### src/rtl/mips_ctrl_pkg.sv
// Shared encodings for the multicycle MIPS controller (mainfsm, aludec).
package mips_ctrl_pkg;

  // Opcodes seen in IR[31:26]
  localparam logic [5:0] OP_RTYPE = 6'b000000;
  localparam logic [5:0] OP_LW    = 6'b100011;
  localparam logic [5:0] OP_SW    = 6'b101011;
  localparam logic [5:0] OP_SB    = 6'b101000;
  localparam logic [5:0] OP_BEQ   = 6'b000100;
  localparam logic [5:0] OP_BLE   = 6'b011111;
  localparam logic [5:0] OP_ADDI  = 6'b001000;
  localparam logic [5:0] OP_J     = 6'b000010;
  localparam logic [5:0] OP_LI    = 6'b010001;
  localparam logic [5:0] OP_STOP  = 6'b111111;

  typedef enum logic [4:0] {
    S_IDLE    = 5'd0,
    S_FETCH   = 5'd1,
    S_DECODE  = 5'd2,
    S_MEMADR  = 5'd3,
    S_MEMRD   = 5'd4,
    S_MEMWB   = 5'd5,
    S_MEMWR   = 5'd6,
    S_EXECUTE = 5'd7,
    S_ALUWB   = 5'd8,
    S_BEQEX   = 5'd9,
    S_BLEEX   = 5'd10,
    S_ADDIEX  = 5'd11,
    S_ADDIWB  = 5'd12,
    S_JEX     = 5'd13,
    S_LIWB    = 5'd14,
    S_HALT    = 5'd15,
    S_FAULT   = 5'd16
  } statetype;

  // Sticky fault reason
  localparam logic [1:0] FC_NONE    = 2'b00;
  localparam logic [1:0] FC_ILLEGAL = 2'b01;
  localparam logic [1:0] FC_TIMEOUT = 2'b10;

  // ALU operation class handed to aludec
  localparam logic [1:0] ALUOP_ADD   = 2'b00;
  localparam logic [1:0] ALUOP_SUB   = 2'b01;
  localparam logic [1:0] ALUOP_FUNCT = 2'b10;

  // PC source select
  localparam logic [1:0] PCSRC_ALU  = 2'b00;
  localparam logic [1:0] PCSRC_BR   = 2'b01;
  localparam logic [1:0] PCSRC_JUMP = 2'b10;

  // ALU B operand select
  localparam logic [1:0] SRCB_REG   = 2'b00;
  localparam logic [1:0] SRCB_FOUR  = 2'b01;
  localparam logic [1:0] SRCB_IMM   = 2'b10;
  localparam logic [1:0] SRCB_BRIMM = 2'b11;

endpackage

### src/rtl/memwait_timer.sv
// Counts consecutive memory wait cycles; flags the cycle that hits the limit.
module memwait_timer #(
  parameter int MEM_TIMEOUT = 15
) (
  input  logic clk,
  input  logic reset,
  input  logic waiting,
  input  logic clear,
  output logic expired
);

  // Counter only needs to reach MEM_TIMEOUT-1: the next waiting cycle expires.
  localparam int       CW    = (MEM_TIMEOUT < 2) ? 1 : $clog2(MEM_TIMEOUT);
  localparam bit       TO_EN = (MEM_TIMEOUT != 0);
  localparam logic [CW-1:0] LIM = CW'((MEM_TIMEOUT == 0) ? 0 : MEM_TIMEOUT - 1);

  logic [CW-1:0] cnt_q, cnt_d;

  assign expired = TO_EN && waiting && (cnt_q == LIM);

  // Next count: clear wins, otherwise advance on a wait cycle, saturating at the limit
  always_comb begin
    cnt_d = cnt_q;
    if (clear)                       cnt_d = '0;
    else if (waiting && cnt_q != LIM) cnt_d = cnt_q + 1'b1;
  end

  // Count register
  always_ff @(posedge clk) begin
    if (reset) cnt_q <= '0;
    else       cnt_q <= cnt_d;
  end

endmodule

### src/rtl/mainfsm.sv
// Multicycle MIPS main controller: Moore FSM sharing one memory port.
module mainfsm
  import mips_ctrl_pkg::*;
#(
  parameter bit EXT_EN      = 1'b1,
  parameter int MEM_TIMEOUT = 15
) (
  input  logic       clk,
  input  logic       reset,
  input  logic [5:0] op,
  input  logic       mem_ready,
  output logic       mem_req,
  output logic       iord,
  output logic       irwrite,
  output logic       pcwrite,
  output logic       branch,
  output logic       branch_le,
  output logic       alusrca,
  output logic       regdst,
  output logic       memtoreg,
  output logic       memwrite,
  output logic       regwrite,
  output logic       byte_enable,
  output logic       res_zeroextimm,
  output logic [1:0] pcsrc,
  output logic [1:0] alusrcb,
  output logic [1:0] aluop,
  output logic       halted,
  output logic       fault,
  output logic [1:0] fault_cause,
  output logic [4:0] state_o
);

  statetype   state_q, state_d;
  logic [1:0] cause_q, cause_d;
  logic       waiting, clear, expired;

  // A wait cycle is a requested access that memory did not finish; any state
  // change (including the timeout itself) restarts the count.
  assign waiting = mem_req & ~mem_ready;
  assign clear   = mem_ready | (state_d != state_q);

  memwait_timer #(.MEM_TIMEOUT(MEM_TIMEOUT)) u_timer (
    .clk     (clk),
    .reset   (reset),
    .waiting (waiting),
    .clear   (clear),
    .expired (expired)
  );

  assign state_o     = state_q;
  assign fault_cause = cause_q;

  // State and fault-cause registers
  always_ff @(posedge clk) begin
    if (reset) begin
      state_q <= S_IDLE;
      cause_q <= FC_NONE;
    end else begin
      state_q <= state_d;
      cause_q <= cause_d;
    end
  end

  // Next-state logic; the fault cause is captured on the entering transition
  always_comb begin
    state_d = state_q;
    cause_d = cause_q;
    case (state_q)
      S_IDLE:   state_d = S_FETCH;
      S_FETCH:  if (mem_ready) state_d = S_DECODE;
                else if (expired) state_d = S_FAULT;
      S_DECODE: begin
        state_d = S_FAULT;
        if (op == OP_LW || op == OP_SW)    state_d = S_MEMADR;
        else if (EXT_EN && op == OP_SB)    state_d = S_MEMADR;
        else if (op == OP_RTYPE)           state_d = S_EXECUTE;
        else if (op == OP_BEQ)             state_d = S_BEQEX;
        else if (EXT_EN && op == OP_BLE)   state_d = S_BLEEX;
        else if (op == OP_ADDI)            state_d = S_ADDIEX;
        else if (op == OP_J)               state_d = S_JEX;
        else if (EXT_EN && op == OP_LI)    state_d = S_LIWB;
        else if (op == OP_STOP)            state_d = S_HALT;
      end
      S_MEMADR:  state_d = (op == OP_LW) ? S_MEMRD : S_MEMWR;
      S_MEMRD:   if (mem_ready) state_d = S_MEMWB;
                 else if (expired) state_d = S_FAULT;
      S_MEMWR:   if (mem_ready) state_d = S_FETCH;
                 else if (expired) state_d = S_FAULT;
      S_EXECUTE: state_d = S_ALUWB;
      S_ADDIEX:  state_d = S_ADDIWB;
      S_MEMWB, S_ALUWB, S_ADDIWB, S_LIWB,
      S_BEQEX, S_BLEEX, S_JEX: state_d = S_FETCH;
      S_HALT:    state_d = S_HALT;
      S_FAULT:   state_d = S_FAULT;
      default:   state_d = S_IDLE;
    endcase
    if (state_d == S_FAULT && state_q != S_FAULT)
      cause_d = expired ? FC_TIMEOUT : FC_ILLEGAL;
  end

  // Moore outputs; only FETCH looks at mem_ready to gate the IR/PC load
  always_comb begin
    mem_req        = 1'b0;
    iord           = 1'b0;
    irwrite        = 1'b0;
    pcwrite        = 1'b0;
    branch         = 1'b0;
    branch_le      = 1'b0;
    alusrca        = 1'b0;
    regdst         = 1'b0;
    memtoreg       = 1'b0;
    memwrite       = 1'b0;
    regwrite       = 1'b0;
    byte_enable    = 1'b0;
    res_zeroextimm = 1'b0;
    pcsrc          = PCSRC_ALU;
    alusrcb        = SRCB_REG;
    aluop          = ALUOP_ADD;
    halted         = 1'b0;
    fault          = 1'b0;
    case (state_q)
      S_FETCH: begin
        mem_req = 1'b1;
        alusrcb = SRCB_FOUR;
        irwrite = mem_ready;
        pcwrite = mem_ready;
      end
      S_DECODE: alusrcb = SRCB_BRIMM;
      S_MEMADR, S_ADDIEX: begin
        alusrca = 1'b1;
        alusrcb = SRCB_IMM;
      end
      S_MEMRD: begin
        mem_req = 1'b1;
        iord    = 1'b1;
      end
      S_MEMWB: begin
        regwrite = 1'b1;
        memtoreg = 1'b1;
      end
      S_MEMWR: begin
        mem_req     = 1'b1;
        iord        = 1'b1;
        memwrite    = 1'b1;
        byte_enable = (op == OP_SB);
      end
      S_EXECUTE: begin
        alusrca = 1'b1;
        aluop   = ALUOP_FUNCT;
      end
      S_ALUWB: begin
        regwrite = 1'b1;
        regdst   = 1'b1;
      end
      S_BEQEX, S_BLEEX: begin
        alusrca   = 1'b1;
        aluop     = ALUOP_SUB;
        pcsrc     = PCSRC_BR;
        branch    = 1'b1;
        branch_le = (state_q == S_BLEEX);
      end
      S_ADDIWB: regwrite = 1'b1;
      S_JEX: begin
        pcsrc   = PCSRC_JUMP;
        pcwrite = 1'b1;
      end
      S_LIWB: begin
        regwrite       = 1'b1;
        res_zeroextimm = 1'b1;
      end
      S_HALT:  halted = 1'b1;
      S_FAULT: fault  = 1'b1;
      default: ;
    endcase
  end

endmodule

### config.mk
export PLATFORM = sky130hd
export DESIGN_NAME = mainfsm
export DESIGN_NICKNAME = d
export VERILOG_FILES = /design/src/rtl/mips_ctrl_pkg.sv /design/src/rtl/memwait_timer.sv /design/src/rtl/mainfsm.sv
export SDC_FILE = /design/constraint.sdc
export NUM_CORES = 1
export LEC_CHECK = 0
export ABC_AREA = 1
export CORE_MARGIN = 4
export CORE_UTILIZATION = 25
export DETAILED_ROUTE_END_ITERATION = 16
export PLACE_DENSITY_LB_ADDON = 0.25
export SLEW_MARGIN = 5
export SYNTH_ARGS = -nofsm -noshare
export SYNTH_HDL_FRONTEND = slang
export SYNTH_HIERARCHICAL = 1
export SYNTH_SLANG_ARGS = --single-unit
### constraint.sdc
create_clock -name clk -period 3.1 [get_ports clk]
set_input_delay 0.62 -clock clk [delete_from_list [all_inputs] [get_ports clk]]
set_output_delay 0.62 -clock clk [all_outputs]
set_load 0.03 [all_outputs]
; After elaboration in Yosys (flattened, before gate mapping)
; Index checks and enable logic that the tools add are counted.
[classes]
n_addsub = 1
n_mul = 0
div = 0
magnitude_cmp = 0
eq_ne = 30
shift = 0
muxes = 34
n_bitwise = 3
reduce_logical = 14
[ops]
columns = op, count
row1 = 5-bit 2-to-1 mux, 13
row2 = 5-bit case mux with 10 select lines, 1
row3 = "5-bit by 4-bit == test with 1-bit output, second input constant", 8
row4 = "6-bit == test, second input constant", 4
row5 = "5-bit by 3-bit == test with 1-bit output, second input constant", 4
row6 = 1-bit 2-to-1 mux, 14
row7 = "6-bit by 5-bit == test with 1-bit output, second input constant", 2
row8 = "5-bit by 2-bit == test with 1-bit output, second input constant", 2
row9 = "5-bit == test, second input constant", 2
row10 = 2-bit case mux with 2 select lines, 2
row11 = 2-bit OR reduction, 4
row12 = 8-bit OR reduction, 1
row13 = "6-bit by 2-bit == test with 1-bit output, second input constant", 1
row14 = "6-bit by 3-bit == test with 1-bit output, second input constant", 1
row15 = "6-bit by 4-bit == test with 1-bit output, second input constant", 1
row16 = 6-bit zero test, 1
row17 = 2-bit case mux with 3 select lines, 1
row18 = "5-bit by 1-bit == test with 1-bit output, second input constant", 1
row19 = 5-bit zero test, 1
row20 = 5-bit != test, 1
row21 = "5-bit != test, second input constant", 1
row22 = 5-bit OR reduction, 1
row23 = "4-bit by 1-bit adder with 4-bit output, second input constant", 1
row24 = "4-bit == test, second input constant", 1
row25 = other kinds (10), 13
[totals]
reg_bits = 11
latchBits = 0
ramBits = 0
romBits = 0
mem_count = 0

; Depth between registers and ports, before layout
; Gate-level depths: netlist of run 1.
[depth]
depth_word = 14
mapped_depth = 20
depth_no_buf = 19

; Hierarchy
; Netlist of run 1, hierarchy kept.
[by_module_without_submodules]
columns = module, n_inst, cells_each, area_per_inst_um2, seq_area_each_um2
row1 = mainfsm, 1, 176, 885.8, 140.1
row2 = memwait_timer, 1, 32, 240.2, 80.1

; Least setup slack after synthesis of run 1
; Ideal clock, no wire load.
[synth_timing]
path_type = reg-to-reg
start = register state_q[2] (netlist: state_o[2])
end = register u_timer.cnt_q[0]
setup_time_ns = 0.064
arrival_time_ns = 2.680
setup_slack_ns = 0.357
path_stages_with_launch = 19
cell_sequence = dfxtp_1 > nand2_1 > nor2_1 > nand2_1 > a21oi_1 > inv_1 > nor2_1 > o21ai_0 > nand3_1 > o21ai_0 > nor2_1 > nand2_1 > nand2_1 > nand2_1 > nor2_1 > nand3_1 > nor2_8 > o21ai_0 > nor2_1
[synth_via]
elab_chain_len = 11
[synth_rtl]
columns = item, line
row1 = "start, declared", mainfsm.sv:34  ; statetype state_q, state_d;
row2 = "start signal, assigned", mainfsm.sv:60  ; state_q <= state_d;
row3 = 5-bit by 1-bit == test with 1-bit output or 5-bit by 3-bit == test with 1-bit output (tied branches), mainfsm.sv:122  ; case (state_q)
row4 = 3-bit OR reduction (no line) (*), -
row5 = 1-bit 2-to-1 mux (*), mainfsm.sv:122
row6 = 1-bit bitwise AND (*), mainfsm.sv:40  ; assign waiting = mem_req & ~mem_ready;
row7 = named net waiting, mainfsm.sv:36  ; logic waiting, clear, expired;
row8 = 1-bit logical AND (*), memwait_timer.sv:19  ; assign expired = TO_EN && waiting && (cnt_q == LIM);
row9 = named net expired, mainfsm.sv:36
row10 = 5-bit 2-to-1 mux (*), "mainfsm.sv:72, mainfsm.sv:87, mainfsm.sv:89"
row11 = 5-bit 2-to-1 mux (on tied branches), "mainfsm.sv:88, mainfsm.sv:71, mainfsm.sv:86"
row12 = 5-bit case mux with 10 select lines (*), mainfsm.sv:69  ; case (state_q)
row13 = 5-bit != test (*), mainfsm.sv:41  ; assign clear = mem_ready | (state_d != state_q);
row14 = 1-bit bitwise OR (*), mainfsm.sv:41
row15 = named net clear, mainfsm.sv:36
row16 = 2-bit OR reduction (no line) (*), -
row17 = "end signal, assigned", memwait_timer.sv:31  ; else cnt_q <= cnt_d;
row18 = "end, declared", memwait_timer.sv:17  ; logic [CW-1:0] cnt_q, cnt_d;
; Mark *: on every way through the listed nets, which the timed path passes. The rest lies on a longest branch.
; A chain may end at the register's enable or synchronous reset.

; Worst setup path in the final report of run 1
[layout_timing]
start = input port op[5]
end = output port byte_enable
[layout_via]
elab_chain_len = 2
[layout_rtl]
columns = item, line
row1 = "start, declared", mainfsm.sv:10  ; input logic [5:0] op,
row2 = 6-bit == test, mainfsm.sv:146  ; byte_enable = (op == OP_SB);
row3 = 1-bit 2-to-1 mux, mainfsm.sv:122
row4 = "end, declared", mainfsm.sv:23  ; output logic byte_enable,
; No other way between the ends.

==> results of run 1 <==
[worst min-delay path, delay by kind of cell, from the launching register on]
family | cells | cell delay, ps
AOI/OAI and AO/OA | 1 | 50
DFF | 1 | 310
and+or+nand+nor | 1 | 60
[worst paths after layout]
kind / startpoint / end / slack (ps) / cells after the start
max: op[5] / byte_enable / 240 / 6
min: fault_cause[0] / fault_cause[0] / 470 / 2
max reg2reg: state_o[3] / u_timer/cnt_q[0] / 340 / 20
min reg2reg: fault_cause[0] / fault_cause[0] / 470 / 2
[synthesized netlist by cell type, drive strengths merged]
master  instances
ha              2
nor2           49
a31oi           1
a21oi           9
inv            37
nand2          57
nor3            3
nand3          27
o22ai           1
buf             2
o21ai           6
nand4           3
dfxtp          11
[routing by layer]
metal	part of all wire	GRT usage	vias up
met5	0	0	-
met4	0.0039	0.01186	0
met3	0.059	0.02003	2
met2	0.42	0.1867	30
met1	0.51	0.1639	565
li1	-	-	736
[timing repair]
| item | 4_1_cts | 5_1_grt |
|---|---|---|
| setup buffers | 0 | 0 |
| gates resized for setup | 0 | 1 |
| endpoints found under the setup margin | 0 | 4 |
[layout by cell type, fill, tap and decap left out, drive strengths merged]
| cell type | count |
|---|---|
| nand2 | 57 |
| nor2 | 49 |
| inv | 37 |
| clkdlybuf4s50 | 36 |
| nand3 | 27 |
| dfxtp | 11 |
| a21oi | 9 |
| buf | 6 |
| o21ai | 6 |
| clkbuf | 4 |
| nand4 | 3 |
| nor3 | 3 |
| ha | 2 |
| o22ai | 1 |
| a31oi | 1 |
[per-stage QoR]
| stage | hold WS [ps] | std cells | utilization | area [µm²] |
|---|---|---|---|---|
| after floorplan | 490.4 | 208 | - | 1126 |
| after global placement | 464.0 | 300 | 0.3624 | 1578 |
| after detailed placement | 459.0 | 300 | 0.3624 | 1578 |
| after CTS | 474.9 | 304 | 0.3727 | 1623 |
| after global routing | 501.3 | 304 | 0.3733 | 1625 |
| final | 473.2 | 304 | 0.3733 | 1625 |
[cell type report]
class	instances	area, µm²	share of cell area
clock buffers	4	45.04	0.02771
multi-input cells	158	750.7	0.4619
flip-flops and latches	11	220.2	0.1355
well taps	52	65.06	0.04003
repair buffers	42	405.4	0.2494
inverters	37	138.9	0.08545
[flip-flops by register name, summed over array words and instances, names as in the netlist]
signal         flops
state_o            5
u_timer/cnt_q      4
fault_cause        2
[report_power, final]
group / leakage (nW) / internal [mW] / switching (mW)
combinational: 0.705 / 0.0910 / 0.150
sequential: 0.0892 / 0.150 / 0.0132
clock: 0.0228 / 0.0899 / 0.0487
total: 0.817 / 0.331 / 0.212
[cells by family (layout without fill, tap and decap cells)]
kind of cell    Yosys count  in the layout  synth area share
flops                    11             11            0.1956
buf+inv                  39             83            0.1400
simple gates            139            139            0.5578
fa+ha+maj                 2              2           0.02222
compound gates           17             17           0.08445
==> flow_summary.toml, run 1 <==
[run_status]
outcome = "completed"

[sta]
finalCritPeriodShare = 0.9212
final.min_clock_period_ps = 2856
postLayoutSetupSlackWorst_ps = 244.4
clock-skew-final_ps = 2.095
finalSetupViolations = 0
timing.fmax_mhz = 350.2
tightest_slew_ps = 429.7
setup-tns-final_ps = 0
number_of_hold_violations_in_the_final_report = 0
final_max_slew_viols = 0
grt_setup_unrepaired = "false"
slew_headroom = 0.7126

[die]
placement_rows = 24
start_util = 0.2586
io_pins = 37
coreArea_mm2 = 0.004354
fp.dieArea_mm2 = 0.005642
die_w_um = 75.12
dieHeight_um = 75.12

[finish]
fillers = 473
antenna_cells_inserted = 0
area_delta_synth_final_pct = 44.33
drive_gt1_frac = 0.1111
design.final.nets = 264

[clocking]
worst_setup_hold_path_clk_slew_ps = 50
cts.hold.buffers_added = 0
clock-sinks = 11
tritoncts.num_buffers = 3
clock_tree_from_tritoncts = "yes"
cts_htree_levels = 1
worst_skew_pair.late_latency_ps = 230
clock_tree.root_cell = "clkbuf_8"
cts_buffer_depth = 2

[synthesis]
top_area_cells_in_the_synthesized_netlist = "dfxtp_1 20%, nand2_1 18%, nor2_1 14%"
yosys.area.top_type_share = 0.1956
synthDominantAreaCellType = "dfxtp_1"
postSynthAreaPerCell_um2 = 5.414
yosys_warnings = 6
synth_cell_types = 23
postSynthCellCount = 208
synth_fp_nets = 219
ys_seq_elements = 11
synth_area_mm2 = 0.001126
synth_sequential_area_ratio = 0.1956

[setup_path]
critPathKind = "input pin to output port"
critPathMaxStageDelay_ps = 670
cp_data_arrival_time_ps = 2240
crit_chain = "clkdlybuf4s50_1 > inv_1 > nor2_1 > nand3_1 > nor2_1 > clkdlybuf4s50_1"
endpoint_kind = "output port"
timing.critical_path.fanout_max = 3
cp.buffers_inverters = 3
critical_path.startpoint_type = "input pin"
cp_slowest_cell = "clkdlybuf4s50_1"
worstPathRequired_ps = 2480
crit_family = "buffers and inverters"

[place]
place_ws_ps = 243.5
numPortBuffers = 36
place.detailed.hpwl_um = 2603
finalWeightedCongestion = 0.8112

[global_routing]
grt_first_pass_wirelength_um = 5161
antenna_found_initial = 0
global_route.usage.total = 0.1149
grt_max_degree = 11
grt_overflow_total = 0
grt_pass1_vias = 1190

[drt]
drt-initial-drc-count = 108
drt_pre_antenna_iters = 4
wl_per_cell_um = 10.16
drt_drc_violations_left = 0
detail-route-antenna-nets = 0
detail_route.vias_per_cell = 4.385
routed-via-count = 1333
drt-total-wl_um = 3090

[flow_run]
max_cap_violations = 0

[power_and_ir_drop]
power.ir.vdd_worst_mv = 0.3488
report.power.total_uw = 542.7
power.density_mw_per_mm2 = 333.9
leakage_nw = 0.8172

[hold_path]
hold_path_class = "flip-flop to flip-flop"
Power figures use the tool's default switching activity.
==> run 2, diff against run 1 <==
- TNS_END_PERCENT: unset -> 50
==> results of run 2 <==
Final layout, timing and power as in run 1 (identical DEF).
==> run 3, diff against run 2 <==
- DONT_BUFFER_PORTS: unset -> 1
==> run 3 against run 2 <==
Effect of this change: sequential power rose by 4%; largest power group unchanged; critical path type is now flip-flop to flip-flop; final cell count fell by 11%; clock power rose by 6%; global-route usage fell by 0.097 points; core utilization fell by 7.9 points; critical path depth rose by 14; via count fell by 5.7%; register-to-register slack improved by 40 ps; sequential share of layout area rose by 3.6 points.
==> flow_summary.toml, run 3 (synthesized netlist as in run 1, its figures left out) <==
[power_and_ir_drop]
combPwrFrac = 0.374
seqPwrFrac = 0.335
power.density_mw_per_mm2 = 395.9
power.share.switching = 0.4212
switching_power_uw = 213.6
leakage_nw = 0.7050
power.ir.vdd_worst_mv = 0.2156
intPower_uw = 293.6
power_frac_clock = 0.291

[finish]
area_delta_synth_final_pct = 13.78
mostFrequentLayoutCell = "nand2_1"
design_area_mm2 = 0.001281
largest_register_ff_count = 5
antenna_cells_inserted = 0
layout_common_cells = "54 x nand2_1, 42 x nor2_1, 34 x inv_1"
design.final.nets = 230
drive_gt1_frac = 0.1422

[place]
post_dp_area_mm2 = 0.001232
place.detailed.hpwl_um = 2627
finalWeightedCongestion = 0.9037
numPortBuffers = 0

[die]
die_w_um = 75.12
placement_rows = 24
coreArea_mm2 = 0.004354
io_pins = 37
dieHeight_um = 75.12
start_util = 0.2586
fp.dieArea_mm2 = 0.005642

[drt]
wl_per_cell_um = 11.66
detail-route-antenna-nets = 0
detail_route.vias_per_cell = 4.656
drt-total-wl_um = 3148
drt_drc_violations_left = 0
drt-initial-drc-count = 81
drt_pre_antenna_iters = 4
routed-via-count = 1257

[sta]
final_max_slew_viols = 0
setup-tns-final_ps = 0
grt_setup_unrepaired = "false"
number_of_hold_violations_in_the_final_report = 0
tightest_slew_ps = 687.1
slew_headroom = 0.5403
finalCritPeriodShare = 0.8788
clock-skew-final_ps = 4.520
finalSetupViolations = 0
final.min_clock_period_ps = 2724
timing.fmax_mhz = 367.1

[clocking]
cts_htree_levels = 1
cts_buffer_depth = 2
cts.hold.buffers_added = 0
clock_tree.root_cell = "clkbuf_8"
clock-sinks = 11
clock_tree_from_tritoncts = "yes"
worst_skew_pair.late_latency_ps = 240
worst_setup_hold_path_clk_slew_ps = 60
cts.repair_timing.setup_buffer_count = 0
tritoncts.num_buffers = 3
post_cts_resized = 0

[setup_path]
r2r_start = "state_o[2]"
critical_path.startpoint_type = "flip-flop"
critPathKind = "flip-flop to flip-flop"
worstSetupStartpoint = "state_o[2]"
timing.critical_path.fanout_max = 6
worstPathRequired_ps = 3280
endpoint_kind = "flip-flop"
cp_data_arrival_time_ps = 2900

[global_routing]
antenna_found_initial = 0
grt_max_degree = 10
grt_first_pass_wirelength_um = 4995
grt_pass1_vias = 1093
global_route.usage.total = 0.1140
grt_overflow_total = 0

[run_status]
outcome = "completed"

[flow_run]
max_cap_violations = 0

[hold_path]
hold_path_class = "input pin to flip-flop"
worst_hold_startpoint = "reset"
## run 3: cell types whose count changed in the layout (fill, tap and decap cells not counted), sizes merged
cell / delta
buf: +2
clkinv: +1
clkdlybuf4s50: -36
clkbuf: -1
## run 3: worst paths after layout
check,endpoint,slack [ps],cells after the start
setup / recovery,u_timer/cnt_q[0],380,20
setup reg to reg,u_timer/cnt_q[0],380,20
hold reg to reg,u_timer/cnt_q[3],520,2
hold / removal,state_o[0],440,1
## run 3: layout make-up
class / instances / area (µm²)
Tap cell: 52 / 65.06
Inverter: 37 / 138.9
Clock buffer: 3 / 41.29
Timing Repair Buffer: 8 / 60.06
Fill cell: 497 / 3073
Sequential cell: 11 / 220.2
Multi-Input combinational cell: 158 / 750.7
Clock inverter: 1 / 5.005
## run 3: power groups by stage
stage	sequential [mW]	combinational (mW)	clock (mW)
5_1_grt	0.172	0.211	0.161
2_1_floorplan	0.176	0.143	0
3_5_place_dp	0.173	0.190	0
3_3_place_gp	0.173	0.194	0
4_1_cts	0.170	0.191	0.154
6_report	0.170	0.189	0.148
## run 3: layer usage
| metal | part of all wire | GRT usage | vias up |
|---|---|---|---|
| met5 | 0 | 0 | - |
| met4 | 0.0038 | 0.01383 | 0 |
| met3 | 0.12 | 0.04806 | 2 |
| met2 | 0.44 | 0.1867 | 51 |
| met1 | 0.43 | 0.1437 | 537 |
| li1 | - | - | 667 |
## run 3: stage by stage
stage | hold slack [ps] | power [mW] | utilization | worst slack (ps) | std cells
final | 439.7 | 0.5072 | 0.2943 | 375.7 | 270
after floorplan | 490.4 | 0.3199 | - | 356.7 | 208
after detailed placement | 514.6 | 0.3633 | 0.2830 | 334.8 | 266
after global routing | 429.9 | 0.5435 | 0.2943 | 13.27 | 270
after CTS | 434.2 | 0.5152 | 0.2937 | 289.0 | 270
after global placement | 518.0 | 0.3673 | 0.2830 | 363.4 | 266
## run 3: worst max-delay path, stage by stage, from the launching register on
cell and delay, ps:
dfxtp_1 330, buf_4 190, nor2_2 120, inv_1 120, nor2_2 170, inv_2 80
a21oi_1 180, inv_1 70, nor2_2 180, o21ai_0 110, nand3_1 70, o21ai_0 100
nor2_1 170, nand2_1 70, nand2_1 60, nand2_1 50, nor2_1 90, nand3_1 170
nor2_8 170, o21ai_0 80, nor2_1 80
